===== src/rtl/ps2_key_decoder.sv =====
// ps2_key_decoder
//   PS/2 Set-2 keyboard front end. Deserialises raw PS/2 frames, checks
//   parity and stop bit, resolves the E0 (extended) and F0 (break) prefixes
//   and keeps a held/pressed state for a table of up to 16 mapped keys.
//
// Parameters:
//   NUM_KEYS        number of mapped keys (1..16)
//   KEY_CODES       packed NUM_KEYS x 9 bits, entry i = bits [9i+8:9i] = {ext, code}
//   FILTER_CYCLES   identical synchronised samples needed to accept ps2_clk (1..255)
//   TIMEOUT_CYCLES  idle cycles mid-frame before the frame is aborted (>= 16)
//
// Ports:
//   clk, rst        system clock, synchronous active-high reset
//   ps2_clk         raw PS/2 clock (asynchronous)
//   ps2_data        raw PS/2 data (asynchronous)
//   key_held        level, bit i = mapped key i down
//   key_press       1-cycle pulse on the rising edge of key_held[i]
//   keycode         last accepted non-prefix scan code
//   keycode_ext     E0 preceded keycode
//   keycode_brk     F0 preceded keycode
//   keycode_valid   1-cycle strobe when the keycode outputs update
//   frame_err       1-cycle strobe on parity, stop-bit or timeout error

// One held/pressed tracker per table entry.
module ps2_key_slot #(
    parameter logic [8:0] CODE = 9'h000
) (
    input  logic       clk,
    input  logic       rst,
    input  logic       hit,
    input  logic [8:0] code,
    input  logic       brk,
    output logic       held,
    output logic       press
);
    logic match;
    assign match = hit && (code == CODE);

    always_ff @(posedge clk) begin
        if (rst) begin
            held  <= 1'b0;
            press <= 1'b0;
        end else begin
            // Typematic repeats find held already set, so no second pulse.
            press <= match && !brk && !held;
            if (match)
                held <= !brk;
        end
    end
endmodule

module ps2_key_decoder #(
    parameter int                      NUM_KEYS       = 6,
    parameter logic [NUM_KEYS*9-1:0]   KEY_CODES      = {9'h076, 9'h05A, 9'h174, 9'h16B, 9'h172, 9'h175},
    parameter int                      FILTER_CYCLES  = 8,
    parameter int                      TIMEOUT_CYCLES = 100000
) (
    input  logic                clk,
    input  logic                rst,
    input  logic                ps2_clk,
    input  logic                ps2_data,
    output logic [NUM_KEYS-1:0] key_held,
    output logic [NUM_KEYS-1:0] key_press,
    output logic [7:0]          keycode,
    output logic                keycode_ext,
    output logic                keycode_brk,
    output logic                keycode_valid,
    output logic                frame_err
);
    localparam int         TW       = $clog2(TIMEOUT_CYCLES + 1);
    localparam logic [TW-1:0] TMO_MAX  = TW'(TIMEOUT_CYCLES - 1);
    localparam logic [7:0] FILT_MAX = 8'(FILTER_CYCLES - 1);

    typedef enum logic [1:0] {IDLE, DATA, PARITY, STOP} state_t;

    // ---------------- input conditioning ----------------
    logic [1:0] clk_sync, data_sync;
    logic       clk_s, data_s;
    logic       filt;        // filtered ps2_clk
    logic [7:0] filt_cnt;
    logic       fall;        // sample event: filtered clock just fell

    assign clk_s  = clk_sync[1];
    assign data_s = data_sync[1];

    always_ff @(posedge clk) begin
        if (rst) begin
            clk_sync  <= 2'b11;
            data_sync <= 2'b11;
            filt      <= 1'b1;
            filt_cnt  <= '0;
            fall      <= 1'b0;
        end else begin
            clk_sync  <= {clk_sync[0], ps2_clk};
            data_sync <= {data_sync[0], ps2_data};
            fall      <= 1'b0;
            // Count consecutive samples disagreeing with the stable value;
            // any agreeing sample restarts the run.
            if (clk_s == filt) begin
                filt_cnt <= '0;
            end else if (filt_cnt == FILT_MAX) begin
                filt     <= clk_s;
                filt_cnt <= '0;
                fall     <= !clk_s;
            end else begin
                filt_cnt <= filt_cnt + 8'd1;
            end
        end
    end

    // ---------------- frame FSM ----------------
    state_t     state;
    logic [2:0] bit_cnt;
    logic [7:0] shift;
    logic       par;
    logic       byte_valid;
    logic       tmo;         // timeout abort, clears prefix flags downstream
    logic [TW-1:0] tmo_cnt;

    always_ff @(posedge clk) begin
        if (rst) begin
            state      <= IDLE;
            bit_cnt    <= '0;
            shift      <= '0;
            par        <= 1'b0;
            byte_valid <= 1'b0;
            frame_err  <= 1'b0;
            tmo        <= 1'b0;
            tmo_cnt    <= '0;
        end else begin
            byte_valid <= 1'b0;
            frame_err  <= 1'b0;
            tmo        <= 1'b0;

            case (state)
                IDLE: if (fall && !data_s) begin
                    state   <= DATA;
                    bit_cnt <= '0;
                end
                DATA: if (fall) begin
                    shift   <= {data_s, shift[7:1]};
                    bit_cnt <= bit_cnt + 3'd1;
                    if (bit_cnt == 3'd7)
                        state <= PARITY;
                end
                PARITY: if (fall) begin
                    par   <= data_s;
                    state <= STOP;
                end
                STOP: if (fall) begin
                    if (data_s && (^{shift, par}))
                        byte_valid <= 1'b1;
                    else
                        frame_err  <= 1'b1;
                    state <= IDLE;
                end
                default: state <= IDLE;
            endcase

            // A sample event always restarts the count, so a stop bit landing
            // on the timeout cycle completes the frame normally.
            if (state == IDLE || fall) begin
                tmo_cnt <= '0;
            end else if (tmo_cnt == TMO_MAX) begin
                tmo_cnt   <= '0;
                state     <= IDLE;
                frame_err <= 1'b1;
                tmo       <= 1'b1;
            end else begin
                tmo_cnt <= tmo_cnt + 1'b1;
            end
        end
    end

    // ---------------- prefix decoder ----------------
    logic e0, f0;
    logic hit;

    assign hit = byte_valid && (shift != 8'hE0) && (shift != 8'hF0);

    always_ff @(posedge clk) begin
        if (rst) begin
            e0            <= 1'b0;
            f0            <= 1'b0;
            keycode       <= '0;
            keycode_ext   <= 1'b0;
            keycode_brk   <= 1'b0;
            keycode_valid <= 1'b0;
        end else begin
            keycode_valid <= 1'b0;
            if (tmo) begin
                e0 <= 1'b0;
                f0 <= 1'b0;
            end else if (byte_valid) begin
                if (shift == 8'hE0) begin
                    e0 <= 1'b1;
                end else if (shift == 8'hF0) begin
                    f0 <= 1'b1;
                end else begin
                    keycode       <= shift;
                    keycode_ext   <= e0;
                    keycode_brk   <= f0;
                    keycode_valid <= 1'b1;
                    e0            <= 1'b0;
                    f0            <= 1'b0;
                end
            end
        end
    end

    // ---------------- key table ----------------
    for (genvar g = 0; g < NUM_KEYS; g++) begin : g_key
        ps2_key_slot #(.CODE(KEY_CODES[9*g +: 9])) u_slot (
            .clk   (clk),
            .rst   (rst),
            .hit   (hit),
            .code  ({e0, shift}),
            .brk   (f0),
            .held  (key_held[g]),
            .press (key_press[g])
        );
    end
endmodule


===== config.mk =====
export PLATFORM = sky130hd
export DESIGN_NAME = ps2_key_decoder
export DESIGN_NICKNAME = d
export VERILOG_FILES = /design/src/rtl/ps2_key_decoder.sv
export SDC_FILE = /design/constraint.sdc
export NUM_CORES = 1
export LEC_CHECK = 0
export ABC_AREA = 1
export BUFFER_PORTS_ARGS = -buffer_cell sky130_fd_sc_hd__buf_2
export CAP_MARGIN = 20
export CELL_PAD_IN_SITES_DETAIL_PLACEMENT = 0
export CELL_PAD_IN_SITES_GLOBAL_PLACEMENT = 1
export CORE_AREA = 2 2 90 92
export CTS_CLUSTER_SIZE = 12
export DETAILED_ROUTE_END_ITERATION = 7
export DIE_AREA = 0 0 92 94
export GPL_ROUTABILITY_DRIVEN = 1
export PLACE_DENSITY_LB_ADDON = 0.1
export SYNTH_ARGS = -nofsm -noshare
export SYNTH_HDL_FRONTEND = slang
export SYNTH_SLANG_ARGS = --single-unit

===== constraint.sdc =====
create_clock -name clk -period 2.2 [get_ports clk]
set_clock_uncertainty 0.15 [all_clocks]
set_input_delay 0.11 -clock clk [delete_from_list [all_inputs] [get_ports clk]]
set_output_delay 0.11 -clock clk [all_outputs]
set_load 0.02 [all_outputs]

### Word-level counts from Yosys, hierarchy flattened

Cells that the tools add are included.

| word-level totals | value |
|---|---|
| input bits | 4 |
| word-level logic and storage cells | 133 |
| output and inout port bits | 24 |
| register bits after elaboration | 73 |

| cells by class | value |
|---|---|
| equality and inequality tests | 20 |
| add/sub/neg operators | 3 |
| reductions and logical operators | 49 |
| bitwise operators | 8 |
| muxes and demuxes | 22 |

Operator list:

| kind | count |
|---|---|
| $eq 9x9->1 const B | 4 |
| $logic_and 1x1->1 | 22 |
| $eq 9x7->1 const B | 2 |
| $add 17x1->17 const B | 1 |
| $eq 17x17->1 const B | 1 |
| $eq 8x8->1 const B | 2 |
| $ne 8x8->1 const B | 2 |
| $mux 2 | 7 |
| $reduce_or 3->1 | 4 |
| $mux 1 | 11 |
| $reduce_and 2->1 | 5 |
| $logic_not 1->1 | 9 |
| $reduce_xor 9->1 | 1 |
| $add 8x1->8 const B | 1 |
| $eq 8x3->1 const B | 1 |
| $not 1->1 | 8 |
| $pmux 2 s4 | 1 |
| $mux 3 | 2 |
| $ne 2x2->1 const B | 3 |
| $pmux 3 s2 | 1 |
| $eq 2x2->1 const B | 2 |
| $reduce_and 4->1 | 1 |
| $reduce_or 2->1 | 2 |
| $reduce_or 4->1 | 1 |
| 8 further kinds | 8 |

### Longest topological paths before layout

| depth | value |
|---|---|
| word-level depth | 7 |
| depth in mapped cells | 11 |
| depth with buffers taken out | 11 |

### Modules after synthesis

Synthesis repeated with hierarchy kept, for this count alone.

| second synthesis, totals | value |
|---|---|
| cell total of the unflattened synthesis | 477 |
| area total of the unflattened synthesis | 3,380.7 um^2 |

Modules (own cells, without submodules):

| module | seq. area each (um^2) | area an instance (um^2) | cells each | times used |
|---|---|---|---|---|
| ps2_key_decoder | 1,221.2 | 2,632.5 | 357 | 1 |
| ps2_key_slot at g_key[1].u_slot ... | 40.0 | 115.1 | 19 | 2 |
| ps2_key_slot at g_key[4].u_slot | 40.0 | 151.4 | 24 | 1 |
| ps2_key_slot at g_key[2].u_slot | 40.0 | 147.6 | 23 | 1 |
| ps2_key_slot at g_key[0].u_slot | 40.0 | 111.4 | 18 | 1 |
| ps2_key_slot at g_key[3].u_slot | 40.0 | 107.6 | 17 | 1 |

### Worst setup path before layout

OpenSTA, ideal clock, no wires.

| path | value |
|---|---|
| path kind | flip-flop to flip-flop |
| start | register tmo_cnt[0] |
| end | register tmo_cnt[12] |
| slack | 0.615 ns |
| library setup time | 0.122 ns |
| stages on the path, launching flop included | 9 |
| path buffers | 0 |
| period minus slack after synthesis | 1.585 ns |
| data required time | 1.928 ns |
| data arrival time | 1.313 ns |
| cells stage by stage | dfxtp_1 -> ha_1 -> nand2_1 -> nor2_1 -> nand2_1 -> nor2_1 -> nand2_1 -> nor3_1 -> nor3_1 |

| between the ends | value |
|---|---|
| word-level cells in the longest chain between the ends | 2 |
| elaborated cells on any way between the ends | 3 |
| those cells by class | add/sub: 1; eq/ne: 1; reduce/logical: 1 |

RTL lines:

| item | line | source |
|---|---|---|
| start, declared | 118 | `logic [TW-1:0] tmo_cnt;` |
| start signal, assigned | 170 | `tmo_cnt <= tmo_cnt + 1'b1;` |
| parallel branches: the longest is 2 deep, another holds $add 17x1->17 | - |  |

Several ways; the timed one is not identified.
A chain may end at the register's enable or synchronous reset.

### Worst setup path in the final report

Ends and elaborated chain as after synthesis.

==> key figures <==
Place
  – Port Buffers: 27
  – Placed Cells incl. Taps: 554
  – Post-place setup slack: 0.378 ns
  – Post-DP HPWL: 4.97 mm
  – Final GP Congestion: 0.786

Global routing
  – Met3 Use GR: 2.65%
  – GR Util met1: 22.4%
  – Initial antenna violation count: 0
  – Largest net degree at the start of global routing: 31
  – Met2 usage: 27.3%
  – Vias in the first global route: 2521
  – Total grt overflow: 0
  – First-pass GRT wire length: 11.6 mm
  – Most Used Layer, Global Route: met2
  – Global Route Usage Sum: 17.0%

Die
  – I/O pins: 28
  – DIE WIDTH: between 90 and 100 um
  – Initial Util: 42.7%
  – Die Ht: 94 um
  – Num rows: 32
  – Core area: 7610 um2
  – Die footprint: 8650 um2

STA
  – FMAX: 543 MHz
  – Final WS setup: 0.357 ns
  – Max-slew violation count: 0
  – Tcrit/Tclk final: 83.8%
  – Finish-stage setup viols: 0
  – Setup TNS: 0 ns
  – RSZ-0062 raised after global routing: no
  – Final hold viol count: 0
  – Worst Tran Pin Value: around 0.61 ns
  – Rel. slew slack: between 50% and 60%
  – Fin crit period: 1.84 ns

Layout
  – Layout cells sized above 1: approximately an eighth
  – Final core utilization: around 47%
  – Area Overhead vs Synth: 10.6%
  – # fillers: 814
  – Fin nets: 474
  – Diode count: 0
  – Final non-filler cell total: 573

Clocking
  – Number of CTS-inserted buffers: 9
  – Clock tree root driver cell: clkbuf_8
  – Clock buffer depth: 2
  – Worst-Skew Late Latency: 0.35 ns
  – CTS Sinks: 73
  – H-tree depth: 3
  – Post-cts gate resize count: 0
  – Worst-path clk slew: 0.08 ns
  – Postcts setup bufs: 0
  – TritonCTS clock tree: done

Route
  – Routed WL: 6.78 mm
  – DRC viols: 0
  – Drt initial violations: 127
  – Routed len/inst: 11.8 um
  – DRT antenna net count: 0
  – Via density: around 4.8
  – Vias: 2734
  – DRT Pass-1 Iters: 4

Pwr
  – Share of power burned in registers: 55.5%
  – Power per cell area: ~670 nW/um2
  – Sw power: 530 uW
  – Part of the power in combinational logic: 1.4%
  – Worst IR Drop VDD: 0.290 mV
  – P_int: 1860 uW
  – Net Sw Frac: between 20% and 30%
  – Pleak: 0.00153 uW
  – Clock group share of total power: a little over two fifths

Critical path
  – CP most frequent cell: nand2_1
  – Setup CP Type: reg2reg
  – Critical path's top delay family: simple AND/OR/NAND/NOR gates
  – Cells along the critical path: ha_1, nand2_1, nor2_1, nand2_1, nor2_1, nand2_1, nor3_1, nor3_1
  – CP max FO: 6
  – CP peak stage delay: 0.35 ns
  – Crit path buf inv count: 0
  – CP max stage cell: dfxtp_1
  – CP startpoint kind: flop
  – CP endpoint kind: flop
  – Arr. time, crit path: 1.92 ns
  – Required @ worst endpoint: around 2.3 ns

Outcome
  – Status: finished, final reports clean

Synth
  – Syn Std Cell Area: around 3200 um2
  – Seq/Total Area, Yosys: between 40 and 50%
  – Cells after synthesis: 443
  – Synth Register Bits: 73
  – Post-Synthesis Net Count: 451
  – Post-synthesis cell type count: 34
  – Yosys Warn Count: 0
  – Mean post-synth cell area: 7.33 um2

Worst hold path
  – Hold crit path type: reg2reg

Flow run
  – Max-cap violation count: 0
==> power by group through the flow <==
stage                     clock network (uW)  registers [uW]  logic (uW)
after global placement                     0            1360        31.0
after floorplan                            0            1360        22.9
final                                   1030            1330        34.2
after global routing                    1110            1330        39.8
after CTS                               1060            1330        34.5
after detailed placement                   0            1360        30.7
==> cells by family after synthesis <==
family | synth area share [%]
adder cells (fa/ha/maj) | 1.54
AO/OA/AOI/OAI | 7.62
buffers and inverters | 11.4
flip-flops | 45.0
AND/OR/NAND/NOR | 33.4
XOR/XNOR | 1.08
==> worst reg2reg max path: stages (launching register included) <==
cell     delay (ns)
dfxtp_1        0.35
ha_1           0.17
nand2_1        0.07
nor2_1         0.29
nand2_1        0.16
nor2_1         0.20
nand2_1        0.11
nor3_1         0.16
nor3_1         0.07
==> stage by stage <==
step | total power [uW] | hold slack (ns) | area, um2
after global placement | 1390 | 0.148 | 3380
after floorplan | 1380 | 0.0638 | 3250
after CTS | 2420 | 0.258 | 3590
after global routing | 2470 | 0.282 | 3590
final | 2390 | 0.257 | 3590
after detailed placement | 1390 | 0.152 | 3380
==> worst paths after layout <==
| check | startpoint | to | slack, ns | cells after the start |
|---|---|---|---|---|
| setup / recovery | tmo_cnt[0]$_SDFF_PP0_ | tmo_cnt[12]$_SDFF_PP0_ | 0.36 | 8 |
| hold / removal | data_sync[0]$_SDFF_PP1_ | data_sync[1]$_SDFF_PP1_ | 0.26 | 1 |
| setup reg to reg | tmo_cnt[0]$_SDFF_PP0_ | tmo_cnt[12]$_SDFF_PP0_ | 0.36 | 8 |
| hold reg to reg | data_sync[0]$_SDFF_PP1_ | data_sync[1]$_SDFF_PP1_ | 0.26 | 1 |
==> layer usage <==
layer | routed length, um | vias up | share of wire, %
met2 | 3090 | 32 | 46
met1 | 3390 | 1240 | 50
met3 | 212 | 9 | 3.1
li1 | - | 1453 | -
met5 | 0 | - | 0
met4 | 89 | 0 | 1.3
==> flip-flops by register name, indices dropped and copies added (netlist names) <==
signal and count:
filt_cnt 8, keycode_ext 1, frame_err 1, data_sync 2
fall 1, keycode_brk 1, byte_valid 1, keycode_valid 1
bit_cnt 3, par 1, g_key.u_slot.held 6, state 2
shift 8, keycode 8, clk_sync 2, tmo_cnt 17
f0 1, filt 1, e0 1, g_key.u_slot.press 6
tmo 1
==> layout make-up <==
type                    count  area [um2]  area share, %
flip-flops and latches     73        1460           40.7
clock inverters             5        56.3           1.57
inverters                  54         203           5.64
well taps                 102         128           3.55
multi-input cells         294        1420           39.5
repair buffers             34         195           5.43
clock buffers              11         131           3.66
==> timing repair <==
| item | 4_1_cts | 5_1_grt |
|---|---|---|
| setup endpoints to repair | 0 | 0 |
| hold buffers | 3 | 0 |
| hold endpoints to repair | 4 | 0 |
==> placed cells by master (no fill, tap or decap), drive strengths merged, types with 4 or more instances in the layout <==
master	synthesis	routed
dfxtp	73	73
nor3b	7	7
clkbuf	3	11
ha	4	4
nand2	86	86
nand4	7	7
inv	54	54
buf	19	31
o21ai	19	19
nor2	70	70
or2	5	5
a21oi	23	23
nor3	17	17
nand3	44	44
==> synthesized netlist by cell type (all sizes together) <==
| library cell | count | share of area (%) |
|---|---|---|
| nor3b | 7 | 1.6 |
| xnor2 | 1 | 0.27 |
| o21ai | 19 | 2.9 |
| clkbuf | 3 | 0.35 |
| ha | 4 | 1.5 |
| nor3 | 17 | 2.8 |
| o21bai | 1 | 0.23 |
| nor4 | 1 | 0.19 |
| buf | 19 | 4.8 |
| nand3 | 44 | 7.4 |
| a22oi | 1 | 0.23 |
| nand2 | 86 | 10 |
| inv | 54 | 6.2 |
| nor2 | 70 | 8.5 |
| a21oi | 23 | 3.5 |
| o211a | 1 | 0.31 |
| nor4b | 1 | 0.27 |
| xor2 | 3 | 0.81 |
| nand3b | 1 | 0.23 |
| or2 | 5 | 0.96 |
| nand4 | 7 | 1.3 |
| a31oi | 2 | 0.38 |
| dfxtp | 73 | 45 |
Note: power is estimated with default switching activity, not from simulation.
